`src/rtl/synth_pkg.sv`:
```
// Shared synthesiser constants and the scheduler state type.
// Imported by the voice mixer and any future ROM arbiters.
package synth_pkg;

    localparam int NUM_VOICES = 24;
    localparam int PHASE_W    = 32;
    localparam int SAMPLE_W   = 8;
    localparam int OUT_W      = SAMPLE_W + $clog2(NUM_VOICES);

    typedef enum logic [1:0] {
        IDLE  = 2'd0,
        ISSUE = 2'd1,
        DRAIN = 2'd2,
        DONE  = 2'd3
    } sched_state_t;

endpackage

```
`src/rtl/tag_delay_line.sv`:
```
// Fixed-depth shift register that carries per-lookup tags
// alongside the ROM read latency.
module tag_delay_line #(
    parameter int DEPTH = 2,
    parameter int WIDTH = 1
) (
    input  logic             clk,
    input  logic             rst_n,
    input  logic [WIDTH-1:0] tag,
    output logic [WIDTH-1:0] delayed
);

    logic [WIDTH-1:0] stage [DEPTH];

    always_ff @(posedge clk or negedge rst_n) begin
        if (!rst_n) begin
            for (int i = 0; i < DEPTH; i++)
                stage[i] <= '0;
        end else begin
            stage[0] <= tag;
            for (int i = 1; i < DEPTH; i++)
                stage[i] <= stage[i-1];
        end
    end

    assign delayed = stage[DEPTH-1];

endmodule

```
`src/rtl/voice_mix_scheduler.sv`:
```
// Shares one waveform ROM across all voices: snapshot on tick,
// one lookup per cycle, sum gated samples into one mixed sample.
module voice_mix_scheduler #(
    parameter int NUM_VOICES  = synth_pkg::NUM_VOICES,
    parameter int PHASE_W     = synth_pkg::PHASE_W,
    parameter int ADDR_W      = 8,
    parameter int SAMPLE_W    = synth_pkg::SAMPLE_W,
    parameter int ROM_LATENCY = 2,
    localparam int OUT_W      = SAMPLE_W + $clog2(NUM_VOICES),
    localparam int CNT_W      = $clog2(NUM_VOICES + 1)
) (
    input  logic                          clk_in,
    input  logic                          rst_n_in,
    input  logic                          sample_tick_in,
    input  logic [NUM_VOICES-1:0]         gate_in,
    input  logic [NUM_VOICES*PHASE_W-1:0] phase_value_in,
    output logic [ADDR_W-1:0]             rom_addr_out,
    input  logic [SAMPLE_W-1:0]           rom_data_in,
    output logic signed [OUT_W-1:0]       sample_out,
    output logic                          sample_valid_out,
    output logic [CNT_W-1:0]              active_count_out,
    output logic                          busy_out,
    output logic                          overrun_out
);

    import synth_pkg::*;

    localparam int IDX_W = $clog2(NUM_VOICES);
    localparam logic [IDX_W-1:0] LAST_IDX = IDX_W'(NUM_VOICES - 1);

    sched_state_t            state;
    logic [IDX_W-1:0]        idx;
    logic [NUM_VOICES-1:0]   gate_snap;
    logic [ADDR_W-1:0]       addr_snap [NUM_VOICES];
    logic signed [OUT_W-1:0] acc;
    logic signed [OUT_W-1:0] acc_next;
    logic [CNT_W-1:0]        cnt;
    logic [CNT_W-1:0]        cnt_next;
    logic                    issue_last;
    logic [1:0]              tag_in;
    logic [1:0]              tag_out;

    // Tag = {last lookup of the scan, voice gated}
    assign issue_last = (state == ISSUE) && (idx == LAST_IDX);
    assign tag_in     = {issue_last, (state == ISSUE) && gate_snap[idx]};
    assign busy_out   = (state != IDLE);

    tag_delay_line #(
        .DEPTH (ROM_LATENCY),
        .WIDTH (2)
    ) u_tags (
        .clk     (clk_in),
        .rst_n   (rst_n_in),
        .tag     (tag_in),
        .delayed (tag_out)
    );

    always_comb begin
        acc_next = acc;
        cnt_next = cnt;
        if (tag_out[0]) begin
            acc_next = acc + {{(OUT_W-SAMPLE_W){rom_data_in[SAMPLE_W-1]}},
                              rom_data_in};
            cnt_next = cnt + 1'b1;
        end
    end

    always_ff @(posedge clk_in) begin
        if (state == IDLE && sample_tick_in) begin
            gate_snap <= gate_in;
            for (int i = 0; i < NUM_VOICES; i++)
                addr_snap[i] <= phase_value_in[i*PHASE_W + PHASE_W - ADDR_W +: ADDR_W];
        end
    end

    always_ff @(posedge clk_in or negedge rst_n_in) begin
        if (!rst_n_in) begin
            state            <= IDLE;
            idx              <= '0;
            acc              <= '0;
            cnt              <= '0;
            rom_addr_out     <= '0;
            sample_out       <= '0;
            sample_valid_out <= 1'b0;
            active_count_out <= '0;
            overrun_out      <= 1'b0;
        end else begin
            sample_valid_out <= 1'b0;
            overrun_out      <= sample_tick_in && (state != IDLE);
            acc              <= acc_next;
            cnt              <= cnt_next;
            unique case (state)
                IDLE: begin
                    if (sample_tick_in) begin
                        state        <= ISSUE;
                        idx          <= '0;
                        acc          <= '0;
                        cnt          <= '0;
                        // Voice 0 address comes straight from the inputs
                        rom_addr_out <= phase_value_in[PHASE_W-1 -: ADDR_W];
                    end
                end
                ISSUE: begin
                    idx <= idx + 1'b1;
                    if (idx == LAST_IDX)
                        state <= DRAIN;
                    else
                        rom_addr_out <= addr_snap[idx + 1'b1];
                end
                DRAIN: begin
                    if (tag_out[1]) begin
                        sample_out       <= acc_next;
                        active_count_out <= cnt_next;
                        sample_valid_out <= 1'b1;
                        state            <= DONE;
                    end
                end
                DONE: state <= IDLE;
                default: state <= IDLE;
            endcase
        end
    end

endmodule

```
`config.mk`:
```
export PLATFORM = sky130hd
export DESIGN_NAME = voice_mix_scheduler
export DESIGN_NICKNAME = d
export VERILOG_FILES = /design/src/rtl/synth_pkg.sv /design/src/rtl/tag_delay_line.sv /design/src/rtl/voice_mix_scheduler.sv
export SDC_FILE = /design/constraint.sdc
export NUM_CORES = 1
export LEC_CHECK = 0
export BUFFER_PORTS_ARGS = -buffer_cell sky130_fd_sc_hd__buf_2
export CAP_MARGIN = 20
export CORE_AREA = 3 3 321 323
export DETAILED_ROUTE_END_ITERATION = 7
export DIE_AREA = 0 0 324 326
export REMOVE_ABC_BUFFERS = 1
export SKIP_LAST_GASP = 1
export SYNTH_ARGS = -nofsm -noshare
export SYNTH_HDL_FRONTEND = slang
export SYNTH_SLANG_ARGS = --single-unit
export TNS_END_PERCENT = 20
```
`constraint.sdc`:
```
create_clock -name clk_in -period 9.6 [get_ports clk_in]
set_clock_uncertainty 0.05 [all_clocks]
set_input_delay 1.92 -clock clk_in [delete_from_list [all_inputs] [get_ports clk_in]]
set_output_delay 1.92 -clock clk_in [all_outputs]
set_load 0.01 [all_outputs]
```
==> impl_metrics.toml <==
[pwr]
p_leak_uw = 0.005346
power.total_uw = 2633
ir_worst_vdd_v = 0.0001383
p_per_area_nw_per_um2 = 174.1

[timing]
worst_slew_pin_slew_ns = 1.163
max_slew_margin_pct = 22.48
fin_tns_setup_ns = 0
timing.final.crit_share_pct = 41.41
slew_violations = 0
maxClockFrequency_mhz = 251.5
fin_ws_ns = 5.624
holdWs_ns = 0.3012
fin_crit_ns = 3.976
hold_viol_final = 0
grt_setup_unrepaired = "no"
setup_violations = 0

[worst_setup_path]
crit_type = "flip-flop to primary output"
startpoint_type = "flip-flop"
required_ns = 7.63
crit_path_max_fanout = 16
arrival_ns = 2.01
end_kind = "primary output"

[detailed_routing]
num_vias = 6757
drt_wl_total_um = 35200
firstDrtPassIters = 4
initialDrtViolationCount = 391
avgViaCountPerCell = 2.981
wl_per_cell_um = 15.53
antenna_left = 0
drc = 0

[logic_synthesis]
netlist_area_um2 = 11150
yosysTopAreaCell = "edfxtp_1"
synth_top_area_share_pct = 58.16
synthDistinctLibCells = 46
yosys-top-cells-area = "edfxtp_1 58%, dfrtp_1 13%, mux4_2 11%, nand2_1 2.8%, ha_1 1.9%"
ys_seq_area_share_pct = 70.95
avgSynthCellArea_um2 = 16.69
synthCells = 668
synth_enable_flop_cells = 216
yosysWarningCount = 0
synth_flop_cell = "edfxtp_1"
ys_ff_latch = 273
synthArstFlopShare_pct = 20.88

[finish]
final_util_pct = 15.11
nNetsFinal = 1755
area_growth_pct = 35.66
final_common_cell = "buf_2"
fillers = 11110
final_cell_mix = "254 x buf_2, 216 x edfxtp_1, 82 x nand2_1"
drive_gt1_share_pct = 39.73

[clock_network]
cts_setup_buffers = 0
hold_buffers = 0
clk_latency_ns = 0.57
cts_resized = 0
cts_buffers = 34
cts_root_buf = "clkbuf_16"
cts.sink_count = 273
ctsLongestPathBuffers = 3
cts_tree = "done"
cts_htree_levels = 2
clkTransAtPathRegs_ns = 0.06

[worst_hold_path]
hold_path.class = "flip-flop to flip-flop"

[global_routing]
grt_pass1_wl_um = 49870
grt_max_degree = 198
grt_pass1_vias = 7115
antenna_found_initial = 27
grt_overflow = 0
track_usage_pct = 6.714

[place]
gp_congestion = 0.7493
hpwl_um = 26180
place_ws_ns = 5.451
port_buffers = 255

[job]
max_cap_viol_count = 0

[status]
status = "completed"

[floorplanning]
io_pins = 832
start_util_pct = 11.14
design.die.area_um2 = 105600
die_w_um = 324
die_height_um = 326
rows = 116
core_area_um2 = 100100
==> stage by stage <==
step	area [um^2]	cells
after floorplan	10980	637
after global placement	13990	2196
after detailed placement	13990	2196
after CTS	15100	2257
after global routing	15110	2259
final	15130	2267
==> critical path, cell delays in order (launching register included) <==
cell	delay, ns
dfrtp_1	0.39
inv_1	0.08
ha_1	0.62
inv_1	0.13
buf_2	0.22
==> path summary, 6_finish.rpt <==
path	start	endpoint	slack, ns	depth (start not counted)
worst min-delay path	u_tags.stage[3]	u_tags.delayed[1]	0.30	0
worst min register to register	u_tags.stage[3]	u_tags.delayed[1]	0.30	0
min in group asynchronous	rst_n_in	rom_addr_out[5]	1.08	1
worst max-delay path	state[0]	busy_out	5.62	4
worst max register to register	state[0]	gate_snap[12]	6.39	4
max in group asynchronous	rst_n_in	acc[1]	7.36	2
==> cell families (layout without fill, tap and decap cells) <==
| logic type | Yosys count | in the layout | share of synthesized area, % |
|---|---|---|---|
| xor+xnor | 17 | 17 | 1.335 |
| mux | 69 | 69 | 12.38 |
| buf+inv | 41 | 332 | 1.874 |
| fa+ha+maj | 18 | 18 | 2.087 |
| flops | 273 | 273 | 70.95 |
| simple gates | 147 | 147 | 5.610 |
| compound gates | 103 | 103 | 5.767 |
| other cells | 0 | 10 | 0 |
==> layout make-up <==
type | count | area [um^2] | area share [%]
multi-input cells | 354 | 3072 | 20.30
clock buffers | 40 | 893.4 | 5.905
clock inverters | 21 | 224.0 | 1.480
diodes | 10 | 25.02 | 0.1654
inverters | 10 | 37.54 | 0.2481
repair buffers | 261 | 1336 | 8.833
flip-flops and latches | 273 | 7916 | 52.33
well taps | 1298 | 1624 | 10.74
==> synthesized netlist by cell type (all sizes together), types with 2 or more instances <==
master / instances
o22ai: 8
nand2b: 4
nand4: 2
nand2: 82
a21o: 11
a21oi: 30
mux4: 55
o21ai: 29
buf: 14
dfrtp: 57
xnor2: 8
a22o: 2
o21bai: 3
nor2: 31
mux2i: 13
clkbuf: 17
inv: 10
o22a: 7
nand3: 5
o21a: 2
a31oi: 3
nor3: 11
ha: 17
and3: 2
xor2: 9
a221oi: 2
nor2b: 5
and2: 2
edfxtp: 216
==> registers in the layout, indices dropped and copies added (netlist names) <==
| name | cells |
|---|---|
| sample_out | 13 |
| addr_snap | 192 |
| u_tags.stage | 2 |
| rom_addr_out | 8 |
| cnt | 5 |
| acc | 13 |
| active_count_out | 5 |
| idx | 5 |
| state | 2 |
| u_tags.delayed | 2 |
| sample_valid_out | 1 |
| gate_snap | 24 |
| overrun_out | 1 |
==> where the power goes <==
part	internal (uW)	leakage (uW)	switching, uW
Clock	738	0.000547	551
Sequential	1280	0.00263	0.210
Combinational	37.6	0.00217	29.2
==> per-layer routing <==
| layer | vias up | track usage, % | part of all wire, % |
|---|---|---|---|
| li1 | 3139 | - | - |
| met1 | 3225 | 9.000 | 46 |
| met5 | - | 0 | 0.20 |
| met4 | 14 | 2.229 | 2.3 |
| met3 | 65 | 3.342 | 12 |
| met2 | 314 | 9.267 | 40 |
Note: power is estimated with default switching activity, not from simulation.
